**src/rtl/dispatch_sequencer_if.sv**
```systemverilog
// rtl/dispatch_sequencer_if.sv - IFQ / issue-queue / redirect bundle for the dispatch sequencer
interface dispatch_sequencer_if #(
    parameter int DATA_WIDTH = 32
);
    logic                  empty;
    logic [1:0]            dec_queue;
    logic                  dec_jump;
    logic                  dec_jumpr;
    logic                  dec_branch;
    logic [DATA_WIDTH-1:0] jal_target;
    logic                  br_resolved;
    logic                  br_taken;
    logic [DATA_WIDTH-1:0] br_target;
    logic                  jalr_valid;
    logic [DATA_WIDTH-1:0] jalr_target;
    logic [3:0]            issue_done;
    logic                  Read_enable;
    logic [3:0]            dispatch_en;
    logic                  jump_branch_valid;
    logic [DATA_WIDTH-1:0] jump_branch_address;
    logic                  ifq_flush;
    logic [1:0]            state;

    // master: the sequencer itself; slave: the surrounding pipeline
    modport master (
        input  empty, dec_queue, dec_jump, dec_jumpr, dec_branch, jal_target,
               br_resolved, br_taken, br_target, jalr_valid, jalr_target, issue_done,
        output Read_enable, dispatch_en, jump_branch_valid, jump_branch_address,
               ifq_flush, state
    );

    modport slave (
        output empty, dec_queue, dec_jump, dec_jumpr, dec_branch, jal_target,
               br_resolved, br_taken, br_target, jalr_valid, jalr_target, issue_done,
        input  Read_enable, dispatch_en, jump_branch_valid, jump_branch_address,
               ifq_flush, state
    );
endinterface

```
**src/rtl/dispatch_sequencer.sv**
```systemverilog
// rtl/dispatch_sequencer.sv - in-order dispatch control FSM with issue-queue credits and redirect
module dispatch_sequencer #(
    parameter int DATA_WIDTH  = 32,
    parameter int QUEUE_DEPTH = 4,
    parameter int CNT_WIDTH   = 3
) (
    input  logic               clk,
    input  logic               reset,
    dispatch_sequencer_if.master bus
);
    typedef enum logic [1:0] {
        DISPATCH = 2'd0,
        WAIT_BR  = 2'd1,
        WAIT_JR  = 2'd2,
        REDIRECT = 2'd3
    } state_t;

    localparam logic [CNT_WIDTH-1:0] DEPTH = CNT_WIDTH'(QUEUE_DEPTH);

    state_t                state_q, state_d;
    logic [CNT_WIDTH-1:0]  occ_q [4];
    logic [CNT_WIDTH-1:0]  occ_d [4];
    logic [DATA_WIDTH-1:0] addr_q, addr_d;
    logic                  redir_q, redir_d;
    logic                  fire;
    logic [3:0]            disp_en;

    // Credit check uses registered occupancy, so freed slots count from the next cycle
    assign fire = reset && (state_q == DISPATCH) && !bus.empty &&
                  (occ_q[bus.dec_queue] < DEPTH);
    assign disp_en = fire ? (4'b0001 << bus.dec_queue) : 4'b0000;

    always_comb begin
        state_d = state_q;
        addr_d  = addr_q;
        case (state_q)
            DISPATCH: begin
                if (fire) begin
                    if (bus.dec_jump) begin
                        state_d = REDIRECT;
                        addr_d  = bus.jal_target;
                    end else if (bus.dec_jumpr) begin
                        state_d = WAIT_JR;
                    end else if (bus.dec_branch) begin
                        state_d = WAIT_BR;
                    end
                end
            end
            WAIT_BR: begin
                if (bus.br_resolved) begin
                    if (bus.br_taken) begin
                        state_d = REDIRECT;
                        addr_d  = bus.br_target;
                    end else begin
                        state_d = DISPATCH;
                    end
                end
            end
            WAIT_JR: begin
                if (bus.jalr_valid) begin
                    state_d = REDIRECT;
                    addr_d  = bus.jalr_target;
                end
            end
            REDIRECT: state_d = DISPATCH;
            default:  state_d = DISPATCH;
        endcase
        redir_d = (state_d == REDIRECT);
    end

    always_comb begin
        for (int q = 0; q < 4; q++) begin
            occ_d[q] = occ_q[q];
            if (disp_en[q] && !bus.issue_done[q]) begin
                occ_d[q] = occ_q[q] + 1'b1;
            end else if (!disp_en[q] && bus.issue_done[q] && (occ_q[q] != '0)) begin
                occ_d[q] = occ_q[q] - 1'b1;
            end
        end
    end

    always_ff @(posedge clk or negedge reset) begin
        if (!reset) begin
            state_q <= DISPATCH;
            addr_q  <= '0;
            redir_q <= 1'b0;
            for (int q = 0; q < 4; q++) begin
                occ_q[q] <= '0;
            end
        end else begin
            state_q <= state_d;
            addr_q  <= addr_d;
            redir_q <= redir_d;
            for (int q = 0; q < 4; q++) begin
                occ_q[q] <= occ_d[q];
            end
        end
    end

    assign bus.Read_enable         = fire;
    assign bus.dispatch_en         = disp_en;
    assign bus.jump_branch_valid   = redir_q;
    assign bus.ifq_flush           = redir_q;
    assign bus.jump_branch_address = addr_q;
    assign bus.state               = state_q;
endmodule

```
**src/flat_wrapper.sv**
```systemverilog
// flat-port wrapper written by rule: the top's interface ports become plain ports
module dispatch_sequencer_flat 
#(
    parameter int DATA_WIDTH  = 32,
    parameter int QUEUE_DEPTH = 4,
    parameter int CNT_WIDTH   = 3
)
  (clk, reset, bus_empty, bus_dec_queue, bus_dec_jump, bus_dec_jumpr, bus_dec_branch, bus_jal_target, bus_br_resolved, bus_br_taken, bus_br_target, bus_jalr_valid, bus_jalr_target, bus_issue_done, bus_Read_enable, bus_dispatch_en, bus_jump_branch_valid, bus_jump_branch_address, bus_ifq_flush, bus_state);
  dispatch_sequencer_if #(.DATA_WIDTH(DATA_WIDTH)) bus_i ();
  input  logic clk;
  input  logic reset;
  input wire logic [$bits(bus_i.empty)-1:0] bus_empty;
  input wire logic [$bits(bus_i.dec_queue)-1:0] bus_dec_queue;
  input wire logic [$bits(bus_i.dec_jump)-1:0] bus_dec_jump;
  input wire logic [$bits(bus_i.dec_jumpr)-1:0] bus_dec_jumpr;
  input wire logic [$bits(bus_i.dec_branch)-1:0] bus_dec_branch;
  input wire logic [$bits(bus_i.jal_target)-1:0] bus_jal_target;
  input wire logic [$bits(bus_i.br_resolved)-1:0] bus_br_resolved;
  input wire logic [$bits(bus_i.br_taken)-1:0] bus_br_taken;
  input wire logic [$bits(bus_i.br_target)-1:0] bus_br_target;
  input wire logic [$bits(bus_i.jalr_valid)-1:0] bus_jalr_valid;
  input wire logic [$bits(bus_i.jalr_target)-1:0] bus_jalr_target;
  input wire logic [$bits(bus_i.issue_done)-1:0] bus_issue_done;
  output wire logic [$bits(bus_i.Read_enable)-1:0] bus_Read_enable;
  output wire logic [$bits(bus_i.dispatch_en)-1:0] bus_dispatch_en;
  output wire logic [$bits(bus_i.jump_branch_valid)-1:0] bus_jump_branch_valid;
  output wire logic [$bits(bus_i.jump_branch_address)-1:0] bus_jump_branch_address;
  output wire logic [$bits(bus_i.ifq_flush)-1:0] bus_ifq_flush;
  output wire logic [$bits(bus_i.state)-1:0] bus_state;
  assign bus_i.empty = bus_empty;
  assign bus_i.dec_queue = bus_dec_queue;
  assign bus_i.dec_jump = bus_dec_jump;
  assign bus_i.dec_jumpr = bus_dec_jumpr;
  assign bus_i.dec_branch = bus_dec_branch;
  assign bus_i.jal_target = bus_jal_target;
  assign bus_i.br_resolved = bus_br_resolved;
  assign bus_i.br_taken = bus_br_taken;
  assign bus_i.br_target = bus_br_target;
  assign bus_i.jalr_valid = bus_jalr_valid;
  assign bus_i.jalr_target = bus_jalr_target;
  assign bus_i.issue_done = bus_issue_done;
  assign bus_Read_enable = bus_i.Read_enable;
  assign bus_dispatch_en = bus_i.dispatch_en;
  assign bus_jump_branch_valid = bus_i.jump_branch_valid;
  assign bus_jump_branch_address = bus_i.jump_branch_address;
  assign bus_ifq_flush = bus_i.ifq_flush;
  assign bus_state = bus_i.state;
  dispatch_sequencer #(.DATA_WIDTH(DATA_WIDTH), .QUEUE_DEPTH(QUEUE_DEPTH), .CNT_WIDTH(CNT_WIDTH)) u_core (.clk(clk), .reset(reset), .bus(bus_i));
endmodule
```
**config.mk**
```make
export PLATFORM = sky130hd
export DESIGN_NAME = dispatch_sequencer_flat
export DESIGN_NICKNAME = d
export VERILOG_FILES = /design/src/rtl/dispatch_sequencer_if.sv /design/src/rtl/dispatch_sequencer.sv /design/src/flat_wrapper.sv
export SDC_FILE = /design/constraint.sdc
export NUM_CORES = 1
export LEC_CHECK = 0
export ABC_AREA = 1
export BUFFER_PORTS_ARGS = -buffer_cell sky130_fd_sc_hd__buf_2
export CAP_MARGIN = 20
export CORE_MARGIN = 5
export CORE_UTILIZATION = 47
export DETAILED_ROUTE_END_ITERATION = 7
export GPL_TIMING_DRIVEN = 0
export PLACE_DENSITY = 0.82
export REMOVE_ABC_BUFFERS = 1
export SYNTH_ARGS = -nofsm -noshare
export SYNTH_HDL_FRONTEND = slang
export SYNTH_SLANG_ARGS = --single-unit
```
**constraint.sdc**
```tcl
create_clock -name clk -period 2.7 [get_ports clk]
set_clock_uncertainty 0.2 [all_clocks]
set_input_delay 0.81 -clock clk [delete_from_list [all_inputs] [get_ports clk]]
set_output_delay 0.81 -clock clk [all_outputs]
set_load 0.01 [all_outputs]
```
==> impl_metrics.json, run 1 <==
{
  "synth-xor-area-share": 0,
  "grt_usage": 0.2359,
  "min_period_ps": 2669,
  "synthMuxAreaShare": 0,
  "cap_viol_max_count": 0,
  "dpl-instance-area_um2": 3862,
  "cts_buffers": 5,
  "grt_start_max_net_pins": 41,
  "clk_pin_slew_ps": 90,
  "antenna_found_initial": 0,
  "synth_top_area_cell": "dfrtp_1",
  "die_h_um": 90.88,
  "status": "finished clean",
  "synth_top_cells_by_area": "dfrtp_1, nand2_1, nand3_1, a31oi_1, nor2_1",
  "critical_path.cell_chain": "clkbuf_4 > inv_2 > nand3_1 > nand2_1 > nor2_4 > nand3_2 > inv_2 > buf_2",
  "cp.required_ps": 1690,
  "synth_top_area_frac": 0.3826,
  "gr-total-overflow": 0,
  "slew_viol_final": 0,
  "die_x_um": 90.88,
  "ys_seq_elements": 47,
  "layout.nets": 733,
  "relSlewSlack": 0.4125,
  "regToRegSetupSlack_ps": 190,
  "avgSynthCellArea_um2": 6.683,
  "finalSetupViolations": 0,
  "r2r-end": "u_core.bus.jump_branch_address[9]",
  "hpwl_mm": 6.892,
  "wire_per_inst_um": 14.48,
  "dr.pass1.iters": 4,
  "power_mw": 4.771,
  "hold_viol": 0,
  "max_clock_freq_mhz": 374.7,
  "cp_slowest_cell": "clkbuf_4",
  "r2r-start": "u_core.bus.state[0]",
  "power.leakage_nw": 2.385,
  "ant_nets": 0,
  "grt_pass1_wl_mm": 16.24,
  "post-place-ws_ps": -1501,
  "htreeDepth": 2,
  "yosysSeqAreaShare": 0.3826,
  "holdWs_ps": 97.79,
  "crit_type": "primary input to output pin",
  "cts_tree": "yes",
  "grt_pass1_vias": 3496,
  "slowest_delay_ps": 160,
  "cp-start-kind": "primary input",
  "cts_root_buf": "clkbuf_8",
  "drt_iter0_drc": 102,
  "cts_max_path_buffers": 2,
  "crit_arrival_ps": 1660,
  "vias_per_cell": 5.191,
  "cpLargestDelayFamily": "simple AND/OR/NAND/NOR gates",
  "synthAdderAreaFrac": 0.04233,
  "port_buffers": 151,
  "crit_fanout": 6,
  "die-area_um2": 8258,
  "place_congestion": 0.8632,
  "insertion_delay_ps": 290,
  "synth_compound_gate_area_share": 0.09280,
  "ys_warn_count": 0,
  "wirelength_mm": 10.02,
  "drive_gt1_frac": 0.3285,
  "clock_sinks": 47,
  "diodes": 0,
  "fin_setup_tns_ps": 0,
  "stdcell_area_um2": 4239,
  "coreArea_um2": 6350,
  "irDropWorstVdd_mv": 0.6499,
  "fp-row-count": 29,
  "mostFrequentLayoutCell": "nand2_1",
  "layout_setup_ws_ps": 31.47,
  "synth_area_um2": 3074,
  "vias": 3592,
  "end_kind": "output pin",
  "initial_core_util": 0.4841,
  "r2r_cells": 9,
  "synth_cell_types": 24,
  "synth_top_family_by_area": "simple AND/OR/NAND/NOR gates",
  "final_cell_mix": "nand2_1, buf_2, nand3_1, dfrtp_1, nor2_1",
  "path_common_cell": "inv_2",
  "tightestPinTransition_ps": 881.3,
  "p_per_area_nw_per_um2": 1125,
  "hp-class": "primary input to asynchronous set/reset pin",
  "drc": 0,
  "post-route-period-util": 0.9883,
  "area_growth_pct": 37.89,
  "synth_cells": 460,
  "yosys.area_share.simple": 0.4001,
  "io_pins": 152,
  "crit_buf_inv": 4
}
[cells by family after synthesis]
kind of cell / Yosys count
compound gates: 46
fa+ha+maj: 8
buf+inv: 59
flops: 47
simple gates: 300
[worst register-to-register path: stages, from the launching register on]
cell     delay, ps
dfrtp_1        400
inv_4           60
buf_4          130
buf_4          130
ha_4           260
inv_1          130
o22ai_1        170
a21oi_2        700
nand3_1        150
nand2_1        110
[area by class of cell]
type	count	area, µm²
Sequential cell	47	1177
Multi-Input combinational cell	356	1734
Clock inverter	2	12.51
Tap cell	77	96.34
Inverter	34	132.6
Fill cell	563	2111
Clock buffer	6	72.57
Timing Repair Buffer	170	1013
[registers in the layout, summed over array words and instances (netlist names)]
signal,cells
u_core.bus.jump_branch_address,32
u_core.bus.ifq_flush,1
u_core.occ_q,12
u_core.bus.state,2
[repair_timing]
item                       4_1_cts  5_1_grt
pin swaps                        5        8
gates cloned                     3        1
hold buffers                     0        0
gates resized for setup         15       12
setup endpoints to repair       45       38
buffers inserted                 5       10
[per-stage QoR]
stage	std cells	utilization
2_1_floorplan	435	-
3_3_place_gp	663	0.5986
3_5_place_dp	665	0.6083
4_1_cts	681	0.6451
5_1_grt	692	0.6676
6_report	692	0.6676
[layer usage]
metal,part of all wire,global-route usage,vias to the layer above
met5,0,0,-
met4,0.015,0.05012,0
met3,0.070,0.04917,18
met2,0.53,0.4383,145
met1,0.39,0.2774,1639
li1,-,-,1790
[cell usage after synthesis]
library cell and count:
nand2_2 1, buf_2 4, nor2_1 42, nand2_1 196, nand3_2 2, a21boi_0 1
o21ai_0 5, fa_1 4, buf_1 1, a21oi_1 6, nand4_1 5, dfrtp_1 47
nor2_4 1, ha_1 4, inv_1 30, a31oi_1 32, buf_6 3, buf_4 1
o21ai_4 1, o22ai_1 1, nand3b_1 1, clkbuf_1 16, inv_2 4, nand3_1 52
[where the power goes]
group          internal (mW)  total, mW  leakage, nW  switching (mW)
registers               1.06       1.31        0.582           0.247
logic                   1.20       3.04         1.76            1.85
clock network          0.182      0.420       0.0412           0.238
[how the worst max path moves through the flow]
stage,startpoint,end,slack [ps],cells after the start
global route,bus_dec_queue[1],bus_dispatch_en[3],-40,8
detailed placement,reset,u_core.bus.jump_branch_address[10],-1500,8
CTS,bus_dec_queue[0],bus_dispatch_en[3],10,8
global placement,u_core.bus.state[1],u_core.bus.jump_branch_address[8],-3160,7
finish,bus_dec_queue[1],bus_dispatch_en[3],30,8
floorplan,u_core.bus.state[0],u_core.bus.jump_branch_address[0],-1650,7
(Power assumes the default switching activity.)
==> inputs of run 2 (changes only) <==
--- a/config.mk
+++ b/config.mk
@@ -6,9 +6,9 @@
 export NUM_CORES = 1
 export LEC_CHECK = 0
 export ABC_AREA = 1
+export ABC_CLOCK_PERIOD_IN_PS = 2700
 export BUFFER_PORTS_ARGS = -buffer_cell sky130_fd_sc_hd__buf_2
 export CAP_MARGIN = 20
-export CORE_MARGIN = 5
 export CORE_UTILIZATION = 47
 export DETAILED_ROUTE_END_ITERATION = 7
 export GPL_TIMING_DRIVEN = 0
==> run 2 against run 1 <==
Via count is 0.11% lower. Count of clock-buffer cells in the layout stayed put. Power is 0.61% higher. Sequential power hardly changed. Design area is 0.32% lower. Routed wire length is 11% lower. Largest cell class unchanged.
==> impl_metrics.json, run 2 (synthesis gave the netlist of run 1 again) <==
{
  "status": "finished clean",
  "cts_max_path_buffers": 2,
  "coreArea_um2": 6314,
  "antenna_found_initial": 1,
  "r2r_cells": 12,
  "die-area_um2": 6868,
  "p_per_area_nw_per_um2": 1136,
  "final_cell_mix": "nand2_1, buf_2, nand3_1, dfrtp_1, nor2_1",
  "drt_iter0_drc": 160,
  "cts_tree": "yes",
  "cap_viol_max_count": 0,
  "insertion_delay_ps": 300,
  "critical_path.cell_chain": "buf_2 > inv_2 > nand3_2 > inv_1 > nor2_4 > nand3_2 > inv_2 > buf_2",
  "crit_type": "primary input to output pin",
  "cpLargestDelayFamily": "buffers and inverters",
  "mostFrequentLayoutCell": "nand2_1",
  "die_x_um": 82.88,
  "hp-class": "primary input to asynchronous set/reset pin",
  "crit_fanout": 6,
  "place_congestion": 0.8523,
  "layout.nets": 733,
  "nFillCells": 564,
  "crit_arrival_ps": 1640,
  "post-route-period-util": 0.9831,
  "seqCellArea_um2": 1177,
  "relSlewSlack": 0.5034,
  "htreeDepth": 2,
  "cp_slowest_cell": "buf_2",
  "dr.pass1.iters": 5,
  "irDropWorstVdd_mv": 0.6729,
  "grt_start_max_net_pins": 40,
  "grt_usage": 0.2580,
  "fin_cells": 692,
  "hold_viol": 0,
  "vias": 3588,
  "cp.depth": 8,
  "tightestPinTransition_ps": 744.7,
  "grt_pass1_wl_mm": 14.67,
  "io_pins": 152,
  "hpwl_mm": 6.128,
  "vias_per_cell": 5.185,
  "clock_sinks": 47,
  "cts_root_buf": "clkbuf_8",
  "placed_cells": 665,
  "die_h_um": 82.88,
  "initial_core_util": 0.4869,
  "clk_pin_slew_ps": 80,
  "power.leakage_nw": 2.386,
  "port_buffers": 151,
  "cp.required_ps": 1690,
  "fp-row-count": 29,
  "wire_per_inst_um": 12.85,
  "min_period_ps": 2654,
  "max_clock_freq_mhz": 376.7,
  "dpl-instance-area_um2": 3862,
  "slew_viol_final": 0,
  "end_kind": "output pin",
  "largest_reg_flops": 32,
  "area_growth_pct": 37.44,
  "multi_input_comb_area_um2": 1725,
  "drive_gt1_frac": 0.3285,
  "cts_buffers": 5,
  "grt_setup_unrepaired": "true",
  "cp-start-kind": "primary input",
  "crit_buf_inv": 5,
  "diodes": 0,
  "finalSetupViolations": 0,
  "wirelength_mm": 8.894,
  "drc": 0,
  "ant_nets": 0,
  "gr-total-overflow": 0,
  "grt_pass1_vias": 3321,
  "slowest_delay_ps": 150,
  "stdcell_area_um2": 4225
}
-- run 2: per-stage QoR --
stage / setup slack, ps / util / hold slack [ps] / TNS, ps / total power [mW]
final: 45.58 / 0.6692 / 105.8 / 0 / 4.800
after global routing: -42.79 / 0.6692 / 94.02 / -89.34 / 5.276
after CTS: -26.31 / 0.6443 / 113.4 / -42.98 / 4.620
after detailed placement: -1449 / 0.6118 / 253.4 / -56830 / 4.092
after global placement: -3040 / 0.6021 / 249.4 / -107480 / 3.828
after floorplan: -1646 / - / 278.2 / -52660 / 3.083
-- run 2: power breakdown --
group          switching (mW)  total [mW]  leakage [nW]  internal [mW]
combinational            1.82        3.08          1.76           1.26
sequential              0.240        1.30         0.582           1.06
clock                   0.241       0.422        0.0412          0.181
-- run 2: repair_timing --
| item | in CTS | in global routing |
|---|---|---|
| resized for setup | 15 | 8 |
| buffers inserted | 3 | 13 |
| gates cloned | 2 | 1 |
| hold buffers | 0 | 0 |
| endpoints found under the setup margin | 46 | 38 |
| pin swaps | 4 | 6 |
-- run 2: final timing paths --
kind / startpoint / endpoint / slack, ps
max: bus_dec_queue[0] / bus_dispatch_en[3] / 50
max in group asynchronous: reset / u_core.bus.state[1] / 1900
min reg2reg: u_core.bus.jump_branch_address[16] / u_core.bus.jump_branch_address[16] / 270
min in group clk: u_core.bus.jump_branch_address[16] / u_core.bus.jump_branch_address[16] / 270
min: reset / u_core.bus.jump_branch_address[3] / 110
max reg2reg: u_core.bus.state[1] / u_core.occ_q[11] / 250
-- run 2: per-layer routing --
metal / wire length, µm / vias up / GRT usage
met5: 10 / - / 0
met2: 4469 / 142 / 0.4717
met3: 515 / 21 / 0.03976
li1: - / 1786 / -
met4: 210 / 2 / 0.08307
met1: 3688 / 1637 / 0.3088
-- run 2: worst register-to-register path: stages (launching register included) --
cell and delay (ps):
dfrtp_2 450, inv_4 70, ha_4 150, nand2_1 70, nor2_2 160, nand4_1 130
buf_4 170, nor2_2 120, inv_1 80, fa_1 380, nand3b_1 200, nand3_1 110
nand2_1 60
-- run 2: cell type report --
cell class | instances | share of cell area
well taps | 77 | 0.02280
clock inverters | 2 | 0.002961
clock buffers | 6 | 0.01718
repair buffers | 171 | 0.2393
inverters | 34 | 0.03080
multi-input cells | 355 | 0.4083
flip-flops and latches | 47 | 0.2787
==> inputs of run 3 (changes only) <==
--- a/config.mk
+++ b/config.mk
@@ -9,11 +9,13 @@
 export ABC_CLOCK_PERIOD_IN_PS = 2700
 export BUFFER_PORTS_ARGS = -buffer_cell sky130_fd_sc_hd__buf_2
 export CAP_MARGIN = 20
+export CORE_MARGIN = 1
 export CORE_UTILIZATION = 47
 export DETAILED_ROUTE_END_ITERATION = 7
 export GPL_TIMING_DRIVEN = 0
 export PLACE_DENSITY = 0.82
 export REMOVE_ABC_BUFFERS = 1
+export SETUP_SLACK_MARGIN = 0.5
 export SYNTH_ARGS = -nofsm -noshare
 export SYNTH_HDL_FRONTEND = slang
 export SYNTH_SLANG_ARGS = --single-unit
==> run 3 against run 2 <==
Die area did not move. Clock power rose by 1%. Count of clock-buffer cells in the layout did not move. Final cell count rose by 2.7%. Sequential power barely moved. Via count rose by 7.4%. Flip-flop and latch count did not move. Largest cell class unchanged. Largest power group unchanged.
==> impl_metrics.json, run 3 (synthesis gave the netlist of run 1 again) <==
{
  "ant_nets": 0,
  "cpLargestDelayFamily": "flip-flops",
  "clock_sinks": 47,
  "area_growth_pct": 50.51,
  "drc": 0,
  "crit_type": "register to output pin",
  "cts_max_path_buffers": 2,
  "tightestPinTransition_ps": 417.5,
  "fin_cells": 711,
  "relSlewSlack": 0.7192,
  "vias_per_cell": 5.419,
  "grt_usage": 0.2915,
  "initial_core_util": 0.4869,
  "p_per_area_nw_per_um2": 1147,
  "wire_per_inst_um": 15.00,
  "layout.nets": 752,
  "hold_viol": 0,
  "min_period_ps": 2662,
  "max_clock_freq_mhz": 375.6,
  "grt_setup_unrepaired": "true",
  "drive_gt1_frac": 0.3817,
  "layout_setup_ws_ps": 37.81,
  "hpwl_mm": 6.128,
  "clk_pin_slew_ps": 90,
  "crit_fanout": 3,
  "wirelength_mm": 10.66,
  "hold_buffers": 0,
  "grt_start_max_net_pins": 40,
  "die_x_um": 82.88,
  "irDropWorstVdd_mv": 0.5915,
  "finalSetupViolations": 0,
  "cts_buffers": 5,
  "gr-total-overflow": 0,
  "mostFrequentLayoutCell": "nand2_1",
  "dr.pass1.iters": 5,
  "cts_tree": "yes",
  "slowest_delay_ps": 440,
  "hp-class": "primary input to asynchronous set/reset pin",
  "power.leakage_nw": 2.541,
  "slew_viol_final": 0,
  "diodes": 0,
  "fp-row-count": 29,
  "cp_slowest_cell": "dfrtp_2",
  "crit_arrival_ps": 1650,
  "place_congestion": 0.8523,
  "largest_reg_flops": 32,
  "status": "finished clean",
  "coreArea_um2": 6314,
  "vias": 3853,
  "crit_buf_inv": 2,
  "port_buffers": 151,
  "die_h_um": 82.88,
  "nFillCells": 512,
  "grt_pass1_wl_mm": 16.34,
  "io_pins": 152,
  "antenna_found_initial": 1,
  "final_cell_mix": "nand2_1, buf_2, nand3_1, dfrtp_1, nor2_1",
  "cap_viol_max_count": 0,
  "cts_root_buf": "clkbuf_8",
  "end_kind": "output pin",
  "holdWs_ps": 103.4,
  "die-area_um2": 6868,
  "post-route-period-util": 0.9860,
  "placed_cells": 665,
  "drt_iter0_drc": 266,
  "grt_pass1_vias": 3580,
  "cp-start-kind": "register",
  "htreeDepth": 2,
  "insertion_delay_ps": 300,
  "post-place-ws_ps": -1449,
  "cp.required_ps": 1690,
  "critical_path.cell_chain": "inv_4 > ha_4 > nand2_2 > nor2_4 > o21ai_1 > nor2_1 > buf_2"
}
## run 3: final timing paths
path,to,cells after the start,from,slack [ps]
max in group asynchronous,u_core.bus.state[1],1,reset,1900
worst max-delay path,bus_Read_enable,7,u_core.bus.state[1],40
worst min-delay path,u_core.bus.jump_branch_address[9],1,reset,100
min in group clk,u_core.bus.jump_branch_address[4],2,u_core.bus.jump_branch_address[4],270
worst min register to register,u_core.bus.jump_branch_address[4],2,u_core.bus.jump_branch_address[4],270
worst max register to register,u_core.bus.jump_branch_address[12],16,u_core.bus.state[1],180
## run 3: final cells by class
class                   instances  area (µm²)  share of cell area
well taps                      77       96.34             0.02082
repair buffers                189        1249              0.2699
clock inverters                 2       12.51            0.002704
clock buffers                   6       72.57             0.01568
flip-flops and latches         47        1177              0.2545
inverters                      34       142.6             0.03083
multi-input cells             356        1877              0.4056
## run 3: metal layers
| metal | vias up | GRT usage | part of all wire |
|---|---|---|---|
| li1 | 1823 | - | - |
| met1 | 1791 | 0.3417 | 0.39 |
| met2 | 202 | 0.5410 | 0.52 |
| met3 | 35 | 0.04374 | 0.061 |
| met4 | 2 | 0.09561 | 0.024 |
| met5 | - | 0 | 0.00094 |
## run 3: worst reg2reg max path: stages (launching register included)
cell,delay [ps]
dfrtp_2,440
inv_4,70
ha_4,150
nand3_2,90
nor2_4,130
buf_4,130
buf_4,90
buf_4,90
buf_4,100
buf_4,90
buf_4,100
nand3_4,80
o21ai_4,190
buf_12,160
nand2_8,100
nand2_1,120
nand2_1,70
## run 3: report_power, final
group	switching, mW	internal (mW)
Sequential	0.259	1.06
Combinational	2.06	1.50
Clock	0.246	0.182
## run 3: through the flow
step	area, µm²	power (mW)	util	TNS, ps
2_1_floorplan	2949	3.083	-	-52660
4_1_cts	4379	4.897	0.6936	0
3_5_place_dp	3862	4.092	0.6118	-56830
3_3_place_gp	3801	3.828	0.6021	-107480
5_1_grt	4627	5.745	0.7329	-30.71
6_report	4627	5.307	0.7329	0
## run 3: what timing repair did
action | 4_1_cts | 5_1_grt
setup buffers | 21 | 13
cloned | 3 | 1
resized for setup | 47 | 30
endpoints found under the setup margin | 52 | 44
pin swaps | 11 | 20
